### src/rtl/ijtag_sib_chain.sv
// rtl/ijtag_sib_chain.sv - chain of IJTAG segment insertion bits with lockable client segments
module ijtag_sib_chain #(
    parameter int N_SIB        = 4,
    parameter int CAPTURE_MODE = 0,
    parameter int RETIME_SO    = 1
) (
    input  logic             ijtag_tck,
    input  logic             ijtag_reset,
    input  logic             ijtag_sel,
    input  logic             ijtag_si,
    input  logic             ijtag_ce,
    input  logic             ijtag_se,
    input  logic             ijtag_ue,
    input  logic             ijtag_lock,
    output logic             ijtag_so,
    input  logic [N_SIB-1:0] ijtag_from_so,
    output logic [N_SIB-1:0] ijtag_to_si,
    output logic [N_SIB-1:0] ijtag_to_sel,
    output logic [N_SIB-1:0] sib_open
);

    logic [N_SIB-1:0] sib_q;
    logic [N_SIB-1:0] sib_d;
    logic [N_SIB-1:0] latch_q;
    logic [N_SIB-1:0] latch_d;
    logic [N_SIB-1:0] to_en_q;
    logic [N_SIB-1:0] sib_in;
    logic [N_SIB-1:0] cap_val;

    // Serial input of each SIB: host scan-in for the first, previous SIB otherwise.
    always_comb begin
        sib_in[0] = ijtag_si;
        for (int i = 1; i < N_SIB; i++) begin
            sib_in[i] = sib_q[i-1];
        end
    end

    assign cap_val = (CAPTURE_MODE != 0) ? latch_q : '0;

    // Next SIB flop value: capture beats shift; an open SIB takes its client's scan-out.
    always_comb begin
        sib_d = sib_q;
        if (ijtag_sel && ijtag_ce) begin
            sib_d = cap_val;
        end else if (ijtag_sel && ijtag_se) begin
            sib_d = (latch_q & ijtag_from_so) | (~latch_q & sib_in);
        end
    end

    // Next update-latch value: lock closes regardless of select and overrides update.
    always_comb begin
        latch_d = latch_q;
        if (ijtag_lock) begin
            latch_d = '0;
        end else if (ijtag_sel && ijtag_ue) begin
            latch_d = sib_q;
        end
    end

    // Shift/capture register, rising edge.
    always_ff @(posedge ijtag_tck or negedge ijtag_reset) begin
        if (!ijtag_reset) begin
            sib_q <= '0;
        end else begin
            sib_q <= sib_d;
        end
    end

    // Update latch and the client enable that trails it by one falling edge.
    always_ff @(negedge ijtag_tck or negedge ijtag_reset) begin
        if (!ijtag_reset) begin
            latch_q <= '0;
            to_en_q <= '0;
        end else begin
            latch_q <= latch_d;
            to_en_q <= latch_q;
        end
    end

    assign ijtag_to_si  = sib_in;
    assign ijtag_to_sel = to_en_q & {N_SIB{ijtag_sel}};
    assign sib_open     = to_en_q;

    generate
        if (RETIME_SO != 0) begin : g_retime
            logic so_q;
            // Low-phase transparent latch: scan-out moves half a cycle after the rising edge.
            always_latch begin
                if (!ijtag_reset) begin
                    so_q <= 1'b0;
                end else if (!ijtag_tck) begin
                    so_q <= sib_q[N_SIB-1];
                end
            end
            assign ijtag_so = so_q;
        end else begin : g_direct
            assign ijtag_so = sib_q[N_SIB-1];
        end
    endgenerate

endmodule

### config.mk
export PLATFORM = sky130hd
export DESIGN_NAME = ijtag_sib_chain
export DESIGN_NICKNAME = d
export VERILOG_FILES = /design/src/rtl/ijtag_sib_chain.sv
export SDC_FILE = /design/constraint.sdc
export NUM_CORES = 1
export LEC_CHECK = 0
export CAP_MARGIN = 0
export CORE_MARGIN = 5
export CORE_UTILIZATION = 35
export CTS_BUF_LIST = sky130_fd_sc_hd__clkbuf_8
export CTS_CLUSTER_DIAMETER = 150
export DETAILED_ROUTE_END_ITERATION = 8
export HOLD_SLACK_MARGIN = 0.12
export PLACE_DENSITY = 0.74
export SLEW_MARGIN = 40
export SYNTH_ARGS = -nofsm -noshare
export SYNTH_HDL_FRONTEND = slang
export SYNTH_SLANG_ARGS = --single-unit
### constraint.sdc
create_clock -name ijtag_tck -period 2 [get_ports ijtag_tck]
set_input_delay 0.2 -clock ijtag_tck [delete_from_list [all_inputs] [get_ports ijtag_tck]]
set_output_delay 0.2 -clock ijtag_tck [all_outputs]
set_load 0.03 [all_outputs]
==> results.cfg <==
[sta]
setup_viol = 9
finalClockSkew_ns = 0.03281
finalHoldViolations = 0
setup_slack_ns = -0.2420
worst_pin_slew_ns = 0.4593
rsz0062_at_grt = true
report.final.slew_viol_count = 0
maxSlewHeadroom_pct = 69.06

[finish]
finalNetCount = 93
syn_to_final_growth_pct = 68.55
num_antenna_cells = 0
nFillCells = 124
fin_area_um2 = 972.2
final_cells = 96
drive_gt1_share_pct = 37.50

[global_routing]
grtUsageTotal_pct = 13.41
grt_overflow = 0
grt_pass1_vias = 563
antenna_found_initial = 0
grt_max_degree = 14
grt_pass1_wl_um = 2415

[power_and_ir_drop]
p_int_w = 0.0006455
switching_power_w = 0.0001706
power_density_mw_per_mm2 = 839.4
combPwrFrac_pct = 10.0
swShare_pct = 20.90
max-vdd-ir-drop_mv = 0.5886
p_seq_share_pct = 32.1
leakagePower_nw = 0.4444
clockPowerShare_pct = 57.9

[yosys]
synth-edff-count = 0
yosysUniqueCellTypes = 16
yosysTopAreaCellShare_pct = 34.71
syn_area_um2 = 576.8
synth_flop_cell = dfrtn_1
ys_warn_count = 0
yosys-top-cells-count = dfrtn_1, and2_1
ys_top_cells_by_area = dfrtn_1, dfrtp_1, mux2i_1, o2bb2ai_1, and2_1
synth_nets = 59
synth_top_cell_by_area = dfrtn_1
syn_inst = 47
ys_ff_latch = 13
syn_area_per_cell_um2 = 12.27
yosys.cell_count.top_type = dfrtn_1
async_flop_share_pct = 92.31

[floorplanning]
die_x_um = 50.60
row_count = 14
dieArea_mm2 = 0.002560
start_util_pct = 37.42
ios = 25
fp.dieH_um = 50.60
core_mm2 = 0.001541

[placed_design]
dpl.cell_count = 84
io_buffers = 24
dp_hpwl_um = 1016
gp_congestion = 0.6687
placed_area_um2 = 800.8

[routing]
drc = 0
finalWirelength_um = 1500
drt-pass1-iter-count = 4
wl_per_cell_um = 15.63
viasPerCell = 5.115
vias = 491
drtAntennaViolNets = 0
initialDrtViolationCount = 7

[worst_setup_path]
critPathKind = flip-flop to output pin
worstPathArrival_ns = 2.04
cp_data_required_time_ns = 1.80
cp_max_fo = 2
cp-end-kind = output pin
start_kind = flip-flop
r2r_setup_slack_ns = 0.05

[worst_hold_path]
hold_path.class = flip-flop to flip-flop

[status]
outcome = finished with violations
violations = setup timing

[clock_tree]
clk_latency_ns = 0.38
clk_pin_slew_ns = 0.04
cts_tree = done

[flow_run]
maxCapViolCount = 0
layout by cell type, fill, tap and decap left out, drive strengths merged:
cell / count
dfrtn: 8
nand3: 4
mux2i: 4
dlygate4sd3: 2
o2bb2ai: 4
o21ai: 1
a21bo: 4
buf: 14
clkbuf: 8
dlxtp: 1
nand2: 1
a21oi: 4
clkdlybuf4s50: 15
nand3b: 1
dfrtp: 4
and2: 5
what timing repair did:
item	in CTS	in global routing
endpoints found under the hold margin	1	0
pin swaps	1	3
buffers inserted	1	1
gates resized for setup	6	1
hold buffers	2	0
setup endpoints to repair	9	9
kinds of logic after synthesis:
logic type	share of synthesized area, %
latches	2.602
simple gates	13.01
flops	52.06
compound gates	17.35
buf+inv	8.025
mux	6.942
cell type report:
| class | instances | area, um2 | share of cell area (%) |
|---|---|---|---|
| Sequential cell | 13 | 315.3 | 32.43 |
| Timing Repair Buffer | 31 | 301.5 | 31.02 |
| Multi-Input combinational cell | 28 | 225.2 | 23.17 |
| Clock buffer | 8 | 110.1 | 11.33 |
| Tap cell | 16 | 20.02 | 2.059 |
power by group through the flow:
stage          Combinational, W   Clock (W)  Sequential (W)
2_1_floorplan         0.0000348  0.00000413        0.000267
3_3_place_gp          0.0000742  0.00000411        0.000266
3_5_place_dp          0.0000760  0.00000411        0.000266
4_1_cts               0.0000818    0.000478        0.000262
5_1_grt               0.0000875    0.000496        0.000263
6_report              0.0000812    0.000473        0.000262
stage by stage:
| stage | util [%] | setup slack (ns) | power [W] | TNS (ns) | hold WS (ns) |
|---|---|---|---|---|---|
| finish | 63.07 | -0.2420 | 0.0008160 | -1.677 | 0.3780 |
| global route | 63.07 | -0.2691 | 0.0008464 | -1.923 | 0.3967 |
| CTS | 62.34 | -0.2540 | 0.0008221 | -1.679 | 0.3872 |
| detailed placement | 51.95 | -0.2174 | 0.0003461 | -0.8391 | -0.1775 |
| global placement | 51.95 | -0.1854 | 0.0003442 | -0.7008 | -0.1923 |
| floorplan | - | -0.0003523 | 0.0003055 | -0.001409 | -0.8000 |
flip-flops by register name, indices dropped and copies added, names as in the netlist:
| register | cells |
|---|---|
| sib_q | 4 |
| sib_open | 4 |
| ijtag_so | 1 |
| latch_q | 4 |
path summary, 6_finish.rpt:
path	cells past startpoint	from	end
hold / removal	0	latch_q[1]	sib_open[1]
min in group gated	4	ijtag_reset	clock gate
max in group asynchronous	3	ijtag_reset	sib_open[0]
setup reg to reg	2	latch_q[3]	sib_q[3]
setup / recovery	2	sib_open[0]	ijtag_to_sel[0]
hold reg to reg	0	latch_q[1]	sib_open[1]
max in group gated	4	ijtag_reset	clock gate
min in group asynchronous	3	ijtag_reset	sib_q[3]
worst max-delay path: stages, from the launching register on:
cell and delay [ns]:
dfrtn_1 0.41, and2_4 0.14, buf_6 0.12
per-layer routing:
layer,track usage [%],wire length (um),vias up
met5,0,0,-
met3,3.846,113,5
li1,-,-,229
met1,13.82,559,228
met2,21.07,798,29
met4,13.19,28,0
Power figures use the tool's default switching activity.
